### src/rtl/acc_pkg.sv
// Shared types for the parametrised accumulator bank: write opcodes and
// sweep-clear sequencer states.
package acc_pkg;

    typedef enum logic [1:0] {
        WR_LOAD = 2'b00,
        WR_ADD  = 2'b01,
        WR_SUB  = 2'b10,
        WR_CLR  = 2'b11
    } wr_mode_t;

    typedef enum logic {
        CLR_IDLE  = 1'b0,
        CLR_SWEEP = 1'b1
    } clr_state_t;

endpackage

### src/rtl/acc_alu.sv
// Write-result datapath for one accumulator entry: load/add/sub/clear with
// carry/borrow detection and optional saturation.
module acc_alu
    import acc_pkg::*;
#(
    parameter int unsigned WIDTH    = 8,
    parameter bit          SATURATE = 1'b0
) (
    input  logic [WIDTH-1:0] old_val,
    input  logic [WIDTH-1:0] operand,
    input  wr_mode_t         mode,
    output logic [WIDTH-1:0] result,
    output logic             set_flag,
    output logic             clear_flag
);

    logic [WIDTH:0] sum;
    logic [WIDTH:0] diff;

    always_comb begin
        sum        = {1'b0, old_val} + {1'b0, operand};
        diff       = {1'b0, old_val} - {1'b0, operand};
        result     = '0;
        set_flag   = 1'b0;
        clear_flag = 1'b0;
        unique case (mode)
            WR_LOAD: begin
                result     = operand;
                clear_flag = 1'b1;
            end
            WR_ADD: begin
                set_flag = sum[WIDTH];
                result   = (SATURATE && sum[WIDTH]) ? '1 : sum[WIDTH-1:0];
            end
            // diff[WIDTH] is the borrow out of the unsigned subtraction
            WR_SUB: begin
                set_flag = diff[WIDTH];
                result   = (SATURATE && diff[WIDTH]) ? '0 : diff[WIDTH-1:0];
            end
            WR_CLR: begin
                clear_flag = 1'b1;
            end
            default: begin
                result = '0;
            end
        endcase
    end

endmodule

### src/rtl/acc_regfile_param.sv
// Parametrised accumulator bank: two combinational read ports with write
// bypass, one read-modify-write port, sticky overflow flags, sweep-clear.
module acc_regfile_param
    import acc_pkg::*;
#(
    parameter  int unsigned NUM_ACC  = 8,
    parameter  int unsigned WIDTH    = 8,
    parameter  bit          SATURATE = 1'b0,
    localparam int unsigned AW       = $clog2(NUM_ACC)
) (
    input  logic             CLK,
    input  logic             RST_N,
    input  logic [AW-1:0]    read1,
    input  logic [AW-1:0]    read2,
    input  logic             isWrite,
    input  logic [1:0]       wrMode,
    input  logic [AW-1:0]    writeReg,
    input  logic [WIDTH-1:0] writeData,
    input  logic             clearReq,
    output logic [WIDTH-1:0] acc1,
    output logic [WIDTH-1:0] acc2,
    output logic             ovf1,
    output logic             busy
);

    localparam logic [AW-1:0] LAST_PTR = AW'(NUM_ACC - 1);

    logic [WIDTH-1:0] acc_q  [NUM_ACC];
    logic [WIDTH-1:0] acc_d  [NUM_ACC];
    logic             flag_q [NUM_ACC];
    logic             flag_d [NUM_ACC];

    clr_state_t    state_q, state_d;
    logic [AW-1:0] ptr_q, ptr_d;

    logic             rd1_valid, rd2_valid, wr_valid;
    logic             wr_en, byp1, byp2;
    logic [WIDTH-1:0] wr_old;
    logic             wr_old_flag;
    logic [WIDTH-1:0] alu_result;
    logic             alu_set, alu_clr;
    logic             new_flag;

    function automatic logic addr_ok(input logic [AW-1:0] a);
        return 32'(a) < NUM_ACC;
    endfunction

    // Write qualification and operand fetch
    always_comb begin
        rd1_valid   = addr_ok(read1);
        rd2_valid   = addr_ok(read2);
        wr_valid    = addr_ok(writeReg);
        wr_en       = isWrite && (state_q == CLR_IDLE) && wr_valid;
        wr_old      = wr_valid ? acc_q[writeReg] : '0;
        wr_old_flag = wr_valid ? flag_q[writeReg] : 1'b0;
        new_flag    = alu_set ? 1'b1 : (alu_clr ? 1'b0 : wr_old_flag);
        byp1        = wr_en && (read1 == writeReg);
        byp2        = wr_en && (read2 == writeReg);
    end

    // One ALU feeds both commit and bypass, so they cannot disagree
    acc_alu #(
        .WIDTH    (WIDTH),
        .SATURATE (SATURATE)
    ) u_alu (
        .old_val    (wr_old),
        .operand    (writeData),
        .mode       (wr_mode_t'(wrMode)),
        .result     (alu_result),
        .set_flag   (alu_set),
        .clear_flag (alu_clr)
    );

    always_comb begin
        acc1 = '0;
        acc2 = '0;
        ovf1 = 1'b0;
        if (byp1) begin
            acc1 = alu_result;
            ovf1 = new_flag;
        end else if (rd1_valid) begin
            acc1 = acc_q[read1];
            ovf1 = flag_q[read1];
        end
        if (byp2) begin
            acc2 = alu_result;
        end else if (rd2_valid) begin
            acc2 = acc_q[read2];
        end
    end

    // Writes are only accepted while idle, so they never collide with the sweep
    always_comb begin
        acc_d  = acc_q;
        flag_d = flag_q;
        if (wr_en) begin
            acc_d[writeReg]  = alu_result;
            flag_d[writeReg] = new_flag;
        end
        if (state_q == CLR_SWEEP) begin
            acc_d[ptr_q]  = '0;
            flag_d[ptr_q] = 1'b0;
        end
    end

    always_ff @(posedge CLK or negedge RST_N) begin
        if (!RST_N) begin
            acc_q  <= '{default: '0};
            flag_q <= '{default: 1'b0};
        end else begin
            acc_q  <= acc_d;
            flag_q <= flag_d;
        end
    end

    always_ff @(posedge CLK or negedge RST_N) begin
        if (!RST_N) begin
            state_q <= CLR_IDLE;
            ptr_q   <= '0;
        end else begin
            state_q <= state_d;
            ptr_q   <= ptr_d;
        end
    end

    always_comb begin
        state_d = state_q;
        ptr_d   = ptr_q;
        unique case (state_q)
            CLR_IDLE: begin
                if (clearReq) begin
                    state_d = CLR_SWEEP;
                    ptr_d   = '0;
                end
            end
            CLR_SWEEP: begin
                if (ptr_q == LAST_PTR) begin
                    state_d = CLR_IDLE;
                    ptr_d   = '0;
                end else begin
                    ptr_d = ptr_q + AW'(1);
                end
            end
            default: begin
                state_d = CLR_IDLE;
                ptr_d   = '0;
            end
        endcase
    end

    always_comb begin
        busy = (state_q == CLR_SWEEP);
    end

endmodule

### config.mk
export PLATFORM = sky130hd
export DESIGN_NAME = acc_regfile_param
export DESIGN_NICKNAME = d
export VERILOG_FILES = /design/src/rtl/acc_pkg.sv /design/src/rtl/acc_alu.sv /design/src/rtl/acc_regfile_param.sv
export SDC_FILE = /design/constraint.sdc
export NUM_CORES = 1
export LEC_CHECK = 0
export ABC_AREA = 1
export BUFFER_PORTS_ARGS = -buffer_cell sky130_fd_sc_hd__buf_2
export CORE_ASPECT_RATIO = 1.25
export CORE_MARGIN = 1.5
export CORE_UTILIZATION = 45
export CTS_CLUSTER_SIZE = 40
export DETAILED_ROUTE_END_ITERATION = 12
export GPL_ROUTABILITY_DRIVEN = 1
export SYNTH_ARGS = -nofsm -noshare
export SYNTH_HDL_FRONTEND = slang
export SYNTH_HIERARCHICAL = 1
export SYNTH_SLANG_ARGS = --single-unit
export TNS_END_PERCENT = 30
### constraint.sdc
create_clock -name CLK -period 2.72 [get_ports CLK]
set_input_delay 0.136 -clock CLK [delete_from_list [all_inputs] [get_ports CLK]]
set_output_delay 0.136 -clock CLK [all_outputs]
set_load 0.1 [all_outputs]
# == Word-level counts from Yosys, hierarchy flattened ==
# Index checks and enable logic that the tools add are counted.
# W data, S select, Z words.
# totals
in_bits,23
out_inout_bits,18
wordCells,93
reg_bits,76
# classes
bitwise_logic,9
add_sub_neg,3
eq_ne,7
mux,43
reduce_logical,7
magnitude_cmp,6
# ops
op,count
$mux W64,2
$mux W8,12
$bmux W8 S3,3
$and A64 B64 Y64,1
$bwmux W64,1
$not A64 Y64,1
$demux W8 S3,2
$pmux W8 S3,1
$ge A4 B4 Y1 const B,4
$not A3 Y4,4
$mux W1,12
$add A8 B8 Y9,1
$sub A8 B8 Y9,1
$and A8 B8 Y8,1
$bwmux W8,1
$lt A4 B1 Y1 const B,2
$not A8 Y8,1
$bmux W1 S3,2
$demux W1 S3,2
$eq A3 B3 Y1,2
$mux W3,2
$pmux W3 S2,1
$logic_and A1 B1 Y1,5
$eq A2 B2 Y1 const B,2
other kinds (8),9

# == Logic depth before layout (Yosys ltp) ==
# depth
ltp_word,11
mapped_depth,22
ltp_nobuf,22

# == Cells and area by module ==
# Netlist, hierarchy kept.
# modules_own_cells
mod,seq_area_each_um2,n_inst,area_each_um2,cells_each
acc_regfile_param,1901.8,1,5213.8,725
acc_alu,0.0,1,988.4,183

# == Least setup slack after synthesis ==
# No wires, ideal clock.
# synth_path
path_kind,input to output
start,in writeReg[0]
end,out acc1[5]
setup_slack_ns,-1.063
required_ns,2.584
path_buffers,2
arrival_ns,3.647
path_stages,17
cell_sequence,inv_2 -> buf_6 -> clkbuf_1 -> nor2_1 -> o2111ai_1 -> ha_1 -> nor2_1 -> nand2_1 -> nand2_2 -> nand2_1 -> nand2_1 -> nor2_1 -> nor2_1 -> nor2_1 -> nor2_1 -> inv_1 -> o21ai_1
# synth_via
elab_chain_len,7
elab_cells_between_ends,10
classes_between,add/sub: 2; eq/ne: 1; mux: 5; bitwise: 1; reduce/logical: 1
# synth_rtl
item,line_no,text
"start, declared",acc_regfile_param.sv:17,"input logic [AW-1:0] writeReg,"
$not A3 Y4 (not written as such) *,acc_regfile_param.sv:54,wr_old = wr_valid ? acc_q[writeReg] : '0;
$bmux W8 S3 *,acc_regfile_param.sv:54,
$mux W8 (not written as such) * (2 in a row),acc_regfile_param.sv:54,
named net wr_old[1],acc_regfile_param.sv:38,logic [WIDTH-1:0] wr_old;
$sub A8 B8 Y9 or $add A8 B8 Y9 (tied branches),"acc_alu.sv:22, acc_alu.sv:21",
$pmux W8 S3 *,acc_alu.sv:26,unique case (mode)
named net alu_result[5],acc_regfile_param.sv:40,logic [WIDTH-1:0] alu_result;
$mux W8 *,acc_regfile_param.sv:78,if (byp1) begin
"end, declared",acc_regfile_param.sv:20,"output logic [WIDTH-1:0] acc1,"
# The timed path passes the listed nets; every way through them passes the cells marked *. The select of a mux whose other input is x is not followed.

# == Worst setup path in the final report ==
# layout_path
start,reg acc_q[25] (netlist name)
end,out acc1[7]
# layout_via
elab_chain_len,6
elab_cells_between_ends,7
classes_between,add/sub: 2; mux: 5
# layout_rtl
item,line_no,text
"start, declared",acc_regfile_param.sv:28,logic [WIDTH-1:0] acc_q [NUM_ACC];
"start signal, assigned",acc_regfile_param.sv:108,acc_q <= '{default: '0};
"start signal, assigned",acc_regfile_param.sv:111,acc_q <= acc_d;
$bmux W8 S3 *,acc_regfile_param.sv:54,
$mux W8 (not written as such) * (2 in a row),acc_regfile_param.sv:54,
named net wr_old[1],acc_regfile_param.sv:38,
$sub A8 B8 Y9 or $add A8 B8 Y9 (tied branches),"acc_alu.sv:22, acc_alu.sv:21",
$pmux W8 S3 *,acc_alu.sv:26,
named net alu_result[7],acc_regfile_param.sv:40,
$mux W8 *,acc_regfile_param.sv:78,
# Marked as above.

==> flow_summary_export.csv <==
group,metric,value,unit
floorplan,core,13350,um2
power_and_ir_drop,leakage,4.155,nW
synth,synth.area.top_cells,"dfrtp_1, a21oi_1, nand2_1",
timing,clock-skew-final,0.01102,ns
synth,synth_top_area_cell,"dfrtp_1",
synth,synth_fp_nets,956,
route,vias,7373,
timing,drv_slew,0,
layout,area_delta_synth_final,36.94,%
critical_path,end_kind,"output port",
critical_path,reg2reg_depth,17,
synth,syn-instance-count,908,
synth,async_flop_share,100.0,%
critical_path,timing.rr.end,"acc_q[52]",
route,via_per_inst,6.029,
status,violations,"hold timing, setup timing",
clock_tree,cts-root-buf,"clkbuf_16",
floorplan,start_util,46.46,%
critical_path,critPathLaunchType,"flop",
clock_tree,clk_pin_slew,0.06,ns
placement,placed_area,7639,um2
global_route,antenna_found_initial,1,
timing,final_hold_viol_count,24,
critical_path,timing.rr.start,"acc_q[25]",
floorplan,die-width,108.0,um
power_and_ir_drop,p_per_area,896.9,nW/um2
critical_path,required,2.58,ns
layout,final_util,63.62,%
min_path,hold_class,"primary input to async pin",
placement,portBuffers,40,
run,maxCapViolCount,0,
layout,fin_nets,1094,
timing,setup_violations,36,
clock_tree,clock_latency,0.36,ns
synth,yosysSeqAreaShare,30.66,%
clock_tree,ctsHoldBuffers,0,
synth,synthDistinctLibCells,37,
floorplan,rows,47,
route,drtAntennaViolNets,0,
status,outcome,"finished, violations left",
timing,rsz0062_at_grt,"true",
clock_tree,clock-sinks,76,
timing,tightest_slew,1.058,ns
synth,synth-main-ff-cell,"dfrtp_1",
synth,synth_top_area_share,30.66,%
route,drt_iter0_markers,861,
timing,min_period,3.236,ns
critical_path,path_class,"flop to output port",
placement,placed_cells,1183,
synth,syn_avg_cell_area,6.831,um2
route,firstDrtPassIters,6,
global_route,grt_pass1_wl,39800,um
clock_tree,cts_inserted_buffers,9,
route,drcViolationCount,0,
clock_tree,cts.path.max_buffers,2,
global_route,grt-ovfl-total,0,
timing,tns,-7.424,ns
layout,design_area,8493,um2
placement,dp_slack,-0.4088,ns
synth,synth.most_common_cell,"nand2_1",
floorplan,dieArea,14500,um2
route,routedWlPerCell,21.07,um
clock_tree,htreeDepth,3,
timing,post-route-period-util,119.0,%
critical_path,r2r_setup_slack,-0.26,ns
timing,hold_slack,-0.06807,ns
floorplan,fp.dieH,134.3,um
synth,synth_area,6202,um2
layout,drive_gt1_share,31.40,%
placement,gp_congestion,0.9565,
synth,synth_edf_count,0,
synth,ys_ff_latch,76,
timing,clock.fmax,309.0,MHz
critical_path,critPathMaxFanout,3,
timing,fin_ws,-0.5158,ns
timing,relSlewSlack,29.43,%
layout,final_cells,1223,
global_route,grt_pass1_vias,7212,
global_route,grt_max_degree,77,
route,routed_wl,25770,um
floorplan,boundaryPins,41,
placement,place_hpwl,17600,um
power_and_ir_drop,total_power,7.617,mW
power_and_ir_drop,peakVddDrop,0.8655,mV
clock_tree,cts_tree,"done",
global_route,grt_usage,36.57,%
synth,synthTopCellsByCount,"nand2_1, a21oi_1, inv_1, o21ai_0, dfrtp_1",
critical_path,worstPathArrival,3.10,ns
synth,yosys_warnings,6,
[critical path: stages (launching register included)]
cell and delay (ns):
dfrtp_1 0.39, o211ai_1 0.34, o2111ai_2 0.22, buf_4 0.21
ha_4 0.26, nor2_2 0.04, nand2_2 0.08, nand2_2 0.07
nand2_1 0.08, nand2_2 0.06, nand2_1 0.06, nand2_1 0.05
nor2_1 0.11, nor2_1 0.06, nor2_2 0.18, inv_2 0.14
o21ai_4 0.20, buf_12 0.20
[state kept, by name, indices dropped and copies added (netlist names)]
register	count
busy	1
ptr_q	3
acc_q	64
flag_q	8
[cell usage in the layout, fill, tap and decap left out, types with 20 or more instances in the layout]
| master | n |
|---|---|
| o22ai_1 | 32 |
| nand2_1 | 129 |
| nor2_1 | 46 |
| buf_2 | 22 |
| o21ai_0 | 84 |
| a21oi_1 | 107 |
| o211ai_1 | 43 |
| buf_4 | 131 |
| nand2_2 | 20 |
| buf_12 | 21 |
| inv_1 | 103 |
| dfrtp_1 | 76 |
| inv_2 | 21 |
| nand3_1 | 71 |
| a21oi_2 | 20 |
[layout make-up]
cell class | count | area (um2)
Inverter | 134 | 523.0
Timing Repair Buffer | 181 | 1593
Clock inverter | 5 | 36.28
Clock buffer | 11 | 252.7
Multi-Input combinational cell | 644 | 3970
Tap cell | 171 | 214.0
Sequential cell | 76 | 1902
Fill cell | 1190 | 4856
Antenna cell | 1 | 2.502
[metal layers]
layer | up-vias | share of wire, % | global-route usage [%]
li1 | 3381 | - | -
met1 | 3443 | 37 | 46.32
met2 | 434 | 47 | 57.77
met3 | 115 | 9.8 | 6.268
met4 | 0 | 6.0 | 22.22
met5 | - | 0 | 0
[power breakdown]
group	total [mW]	switching (mW)	leakage, nW	internal (mW)
Combinational	4.58	2.82	2.99	1.76
Clock	1.20	0.529	0.134	0.668
Sequential	1.84	0.274	1.03	1.56
[worst max path at each step]
stage / start / end / slack (ns)
after floorplan: writeReg[0] / acc1[2] / -0.23
after global placement: writeReg[1] / acc1[5] / -0.47
after detailed placement: writeReg[2] / acc1[5] / -0.41
after CTS: acc_q[25] / acc1[7] / -0.47
after global routing: acc_q[60] / acc1[5] / -0.66
final: acc_q[25] / acc1[7] / -0.52
[timing repair]
item	in CTS	in global routing
setup buffers	15	9
endpoints found under the setup margin	58	66
pin swaps	35	23
gates resized for setup	73	42
[kinds of logic after synthesis]
group,Yosys count,synth area share [%]
AO/OA/AOI/OAI,333,30.79
AND/OR/NAND/NOR,286,20.01
buffers and inverters,188,13.25
flip-flops,76,30.66
adder cells (fa/ha/maj),25,5.286
Power figures use the tool's default switching activity.
